<file path="config.mk">
export PLATFORM = sky130hd
export DESIGN_NAME = shift_sequencer
export DESIGN_NICKNAME = d
export VERILOG_FILES = /design/src/rtl/shift_pkg.sv /design/src/rtl/shifter.sv /design/src/rtl/shift_sequencer.sv
export SDC_FILE = /design/constraint.sdc
export NUM_CORES = 1
export LEC_CHECK = 0
export ABC_AREA = 1
export BUFFER_PORTS_ARGS = -buffer_cell sky130_fd_sc_hd__buf_2
export CELL_PAD_IN_SITES_DETAIL_PLACEMENT = 0
export CELL_PAD_IN_SITES_GLOBAL_PLACEMENT = 2
export CORE_MARGIN = 1
export CORE_UTILIZATION = 29
export CTS_BUF_LIST = sky130_fd_sc_hd__clkbuf_4
export CTS_CLUSTER_SIZE = 30
export DETAILED_ROUTE_END_ITERATION = 7
export GPL_TIMING_DRIVEN = 0
export PLACE_DENSITY = 0.91
export RECOVER_POWER = 100
export SLEW_MARGIN = 20
export SYNTH_ARGS = -nofsm -noshare
export SYNTH_HDL_FRONTEND = slang
export SYNTH_SLANG_ARGS = --single-unit
</file>
<file path="constraint.sdc">
create_clock -name clk -period 1.7 [get_ports clk]
set_input_delay 0.085 -clock clk [delete_from_list [all_inputs] [get_ports clk]]
set_output_delay 0.085 -clock clk [all_outputs]
set_load 0.01 [all_outputs]
</file>
<file path="src/rtl/shift_pkg.sv">
// Shared types for the shift sequencer: shifter op codes, controller states, default width.
package shift_pkg;

    localparam int DATA_W = 16;

    typedef enum logic [1:0] {
        SH_NONE = 2'b00,
        SH_LSL  = 2'b01,
        SH_LSR  = 2'b10,
        SH_ASR  = 2'b11
    } shift_op_t;

    typedef enum logic [1:0] {
        IDLE  = 2'b00,
        SHIFT = 2'b01,
        DONE  = 2'b10
    } seq_state_t;

endpackage

</file>
<file path="src/rtl/shifter.sv">
// Single-step combinational shifter: pass, logical left/right or arithmetic right by one bit.
module shifter
    import shift_pkg::*;
#(
    parameter int W = DATA_W
) (
    input  logic [W-1:0] in,
    input  shift_op_t    shift,
    output logic [W-1:0] sout
);

    logic signed [W-1:0] in_s;

    assign in_s = $signed(in);

    always_comb begin
        sout = in;
        case (shift)
            SH_LSL:  sout = {in[W-2:0], 1'b0};
            SH_LSR:  sout = {1'b0, in[W-1:1]};
            SH_ASR:  sout = in_s >>> 1;
            default: sout = in;
        endcase
    end

endmodule

</file>
<file path="src/rtl/shift_sequencer.sv">
// Multi-cycle shift controller: accepts {value, op, amt}, steps the one-bit shifter amt times,
// and returns the result over a valid/ready response channel.
module shift_sequencer
    import shift_pkg::*;
#(
    parameter int W     = DATA_W,
    parameter int AMT_W = $clog2(W)
) (
    input  logic             clk,
    input  logic             reset_n,
    input  logic             req_valid,
    output logic             req_ready,
    input  logic [W-1:0]     req_value,
    input  logic [1:0]       req_op,
    input  logic [AMT_W-1:0] req_amt,
    input  logic             flush,
    output logic             resp_valid,
    input  logic             resp_ready,
    output logic [W-1:0]     resp_value,
    output logic             busy
);

    seq_state_t       state, state_nx;
    logic [W-1:0]     acc;
    logic [W-1:0]     acc_shifted;
    logic [AMT_W-1:0] cnt;
    shift_op_t        op_q;
    logic             accept;
    logic             step;

    shifter #(.W(W)) u_shifter (
        .in    (acc),
        .shift (op_q),
        .sout  (acc_shifted)
    );

    // Both handshakes are masked while flush is high so neither side sees a transfer that gets dropped.
    always_comb begin
        state_nx   = state;
        req_ready  = 1'b0;
        resp_valid = 1'b0;
        busy       = 1'b0;
        accept     = 1'b0;
        step       = 1'b0;
        case (state)
            IDLE: begin
                req_ready = !flush;
                if (req_valid && !flush) begin
                    accept   = 1'b1;
                    state_nx = (req_amt == '0 || req_op == SH_NONE) ? DONE : SHIFT;
                end
            end
            SHIFT: begin
                busy = 1'b1;
                step = !flush;
                if (cnt == AMT_W'(1)) state_nx = DONE;
            end
            DONE: begin
                resp_valid = !flush;
                if (resp_ready) state_nx = IDLE;
            end
            default: state_nx = IDLE;
        endcase
        if (flush) state_nx = IDLE;
    end

    always_ff @(posedge clk or negedge reset_n) begin
        if (!reset_n) begin
            state <= IDLE;
            acc   <= '0;
            cnt   <= '0;
            op_q  <= SH_NONE;
        end else begin
            state <= state_nx;
            if (accept) begin
                acc  <= req_value;
                op_q <= shift_op_t'(req_op);
                cnt  <= req_amt;
            end else if (step) begin
                acc <= acc_shifted;
                cnt <= cnt - 1'b1;
            end
        end
    end

    assign resp_value = (state == DONE) ? acc : '0;

endmodule

</file>
==> out/metrics.yaml <==
tightest_slew_ns: 0.6656
die-area_um2: 6191
criticalPathCategory: "reg2out"
crit_start: "state[0]$_DFFE_PN0P_"
avgSynthCellArea_um2: 6.636
fin_crit_ns: 1.542
slew_violations: 0
area_growth_pct: 22.30
status: "finished clean"
finalWirelength_um: 4612
rsz0062_at_grt: "no"
drive_gt1_frac: 0.1635
setup_viol: 0
dp_hpwl_um: 3419
synth_cell_types: 24
diodes: 0
relSlewSlack: 0.5562
vdd_drop_max_mv: 0.4588
p_total_mw: 3.072
clock_sinks: 24
crit_path_start_kind: "flop"
wire_per_inst_um: 12.01
io_pins: 46
synth_top_area_cell: "dfrtp_1"
cts_tree: "yes"
p_leak_nw: 1.103
ys_seq_elements: 24
synthTopCellsByArea: "dfrtp_1, nand2_1, inv_1"
routed_via_density: 4.401
drc: 0
fill_cells: 636
cts-htree-levels: 1
layout_common_cells: "nand2_1, inv_1, buf_2"
reg2reg_depth: 8
crit_end: "resp_value[12]"
synth.top_cell.area_share: 0.3522
grt.overflow.total: 0
r2r_end: "acc[3]$_DFFE_PN0P_"
syn_area_um2: 1705
core_area_um2: 5574
hold_viol: 0
skew_ns: 0.009680
gp_congestion: 0.8105
drtIter0Drc: 80
path_clk_slew_ns: 0.14
antenna_found_initial: 0
ff2ff_setup_slack_ns: 0.19
clock-root-buffer: "clkbuf_4"
worstPathArrival_ns: 1.46
path_max_fanout: 10
start_util: 0.3059
clock_latency_ns: 0.33
antenna_left: 0
cts_buffers: 3
fp.dieW_um: 78.69
max_cap_violations: 0
final.period_utilization: 0.9070
fmax_ghz: 0.6486
grt.total_usage: 0.1623
grt_pass1_vias: 1615
hp-class: "in2reg"
grt_pass1_wl_um: 7693
yosysSeqAreaShare: 0.3522
die_h_um: 78.69
synth.net_count: 289
layout_commonest_cell: "nand2_1"
rr_startpoint: "state[1]$_DFFE_PN0P_"
nets: 345
io_buffers: 45
fin_setup_tns_ns: 0
synthCells: 257
cts_buffer_depth: 2
post_cts_buffers: 0
yosysWarnings: 0
first_pass_iters: 6
worst-endpoint-required_ns: 1.62
rows: 27
critPathCaptureType: "output port"
powerDensity_nw_per_um2: 1473
grt_max_degree: 25
vias: 1690
worst min-delay path by stage:
| stage | start | end | slack [ns] | cells after the start |
|---|---|---|---|---|
| 2_1_floorplan | reset_n | acc[0]$_DFFE_PN0P_ | -0.21 | 0 |
| 3_3_place_gp | reset_n | acc[12]$_DFFE_PN0P_ | 0.12 | 1 |
| 3_5_place_dp | reset_n | acc[12]$_DFFE_PN0P_ | 0.13 | 1 |
| 4_1_cts | req_op[1] | op_q[1]$_DFFE_PN0P_ | 0.006 | 3 |
| 5_1_grt | req_op[1] | op_q[1]$_DFFE_PN0P_ | 0.01 | 3 |
| 6_report | req_op[1] | op_q[1]$_DFFE_PN0P_ | 0.007 | 3 |
per-layer routing:
metal | GRT usage | part of all wire
met5 | 0 | 0
met4 | 0.05741 | 0.018
met3 | 0.01744 | 0.064
met2 | 0.2443 | 0.41
met1 | 0.2370 | 0.50
area by class of cell:
type                       instances  area (um^2)  share of cell area
timing repair buffer              51        266.5              0.1278
buffer                            10        85.08             0.04079
inverter                          35        131.4             0.06299
clock inverter                     1        3.754            0.001800
clock buffer                       3        22.52             0.01080
multi-input combinational        188        885.9              0.4247
sequential                        24        600.6              0.2879
tap                               72        90.09             0.04319
sequential cells by signal, summed over array words and instances (netlist names):
signal and count:
cnt 4, state 2, op_q 2, acc 16
power by group:
part           total, mW  internal (mW)  switching [mW]  leakage (nW)
combinational       1.77          0.652            1.12         0.778
sequential          1.02          0.820           0.197         0.309
clock              0.283         0.0864           0.197        0.0154
synth_stat cells (all sizes together):
master and n:
nand2 99, inv 35, nor2 29, dfrtp 24, nand3 22, o21ai 17
or2 8, buf 7, o211ai 6, ha 5, clkbuf 3, nand4 1
xor2 1
through the flow:
| step | instance area (um^2) | cells | worst slack, ns | utilization | hold WS, ns |
|---|---|---|---|---|---|
| CTS | 2108 | 384 | 0.01201 | 0.3782 | 0.005963 |
| floorplan | 1705 | 257 | 0.3549 | - | -0.2106 |
| global route | 2086 | 384 | 0.01632 | 0.3742 | 0.01270 |
| detailed placement | 2021 | 374 | 0.09600 | 0.3625 | 0.1275 |
| global placement | 2021 | 374 | 0.1194 | 0.3625 | 0.1188 |
| finish | 2086 | 384 | 0.1582 | 0.3742 | 0.006752 |
worst max-delay path, stage by stage (launching register included):
cell and delay (ns):
dfrtp_1 0.42, inv_1 0.09, nand2_2 0.13, buf_2 0.22, nor2_1 0.10, clkbuf_1 0.16
logic make-up (layout without fill, tap and decap cells):
group | after synthesis | after routing | share of synthesized area
buf+inv | 45 | 100 | 0.1240
compound gates | 23 | 23 | 0.08511
xor+xnor | 1 | 1 | 0.005137
fa+ha+maj | 5 | 5 | 0.03668
simple gates | 159 | 159 | 0.3969
flops | 24 | 24 | 0.3522
timing repair:
item,4_1_cts,5_1_grt
gates resized for setup,1,6
pin swaps,0,0
endpoints found under the hold margin,29,0
setup endpoints to repair,10,15
hold buffers,6,0
Power figures use the tool's default switching activity.
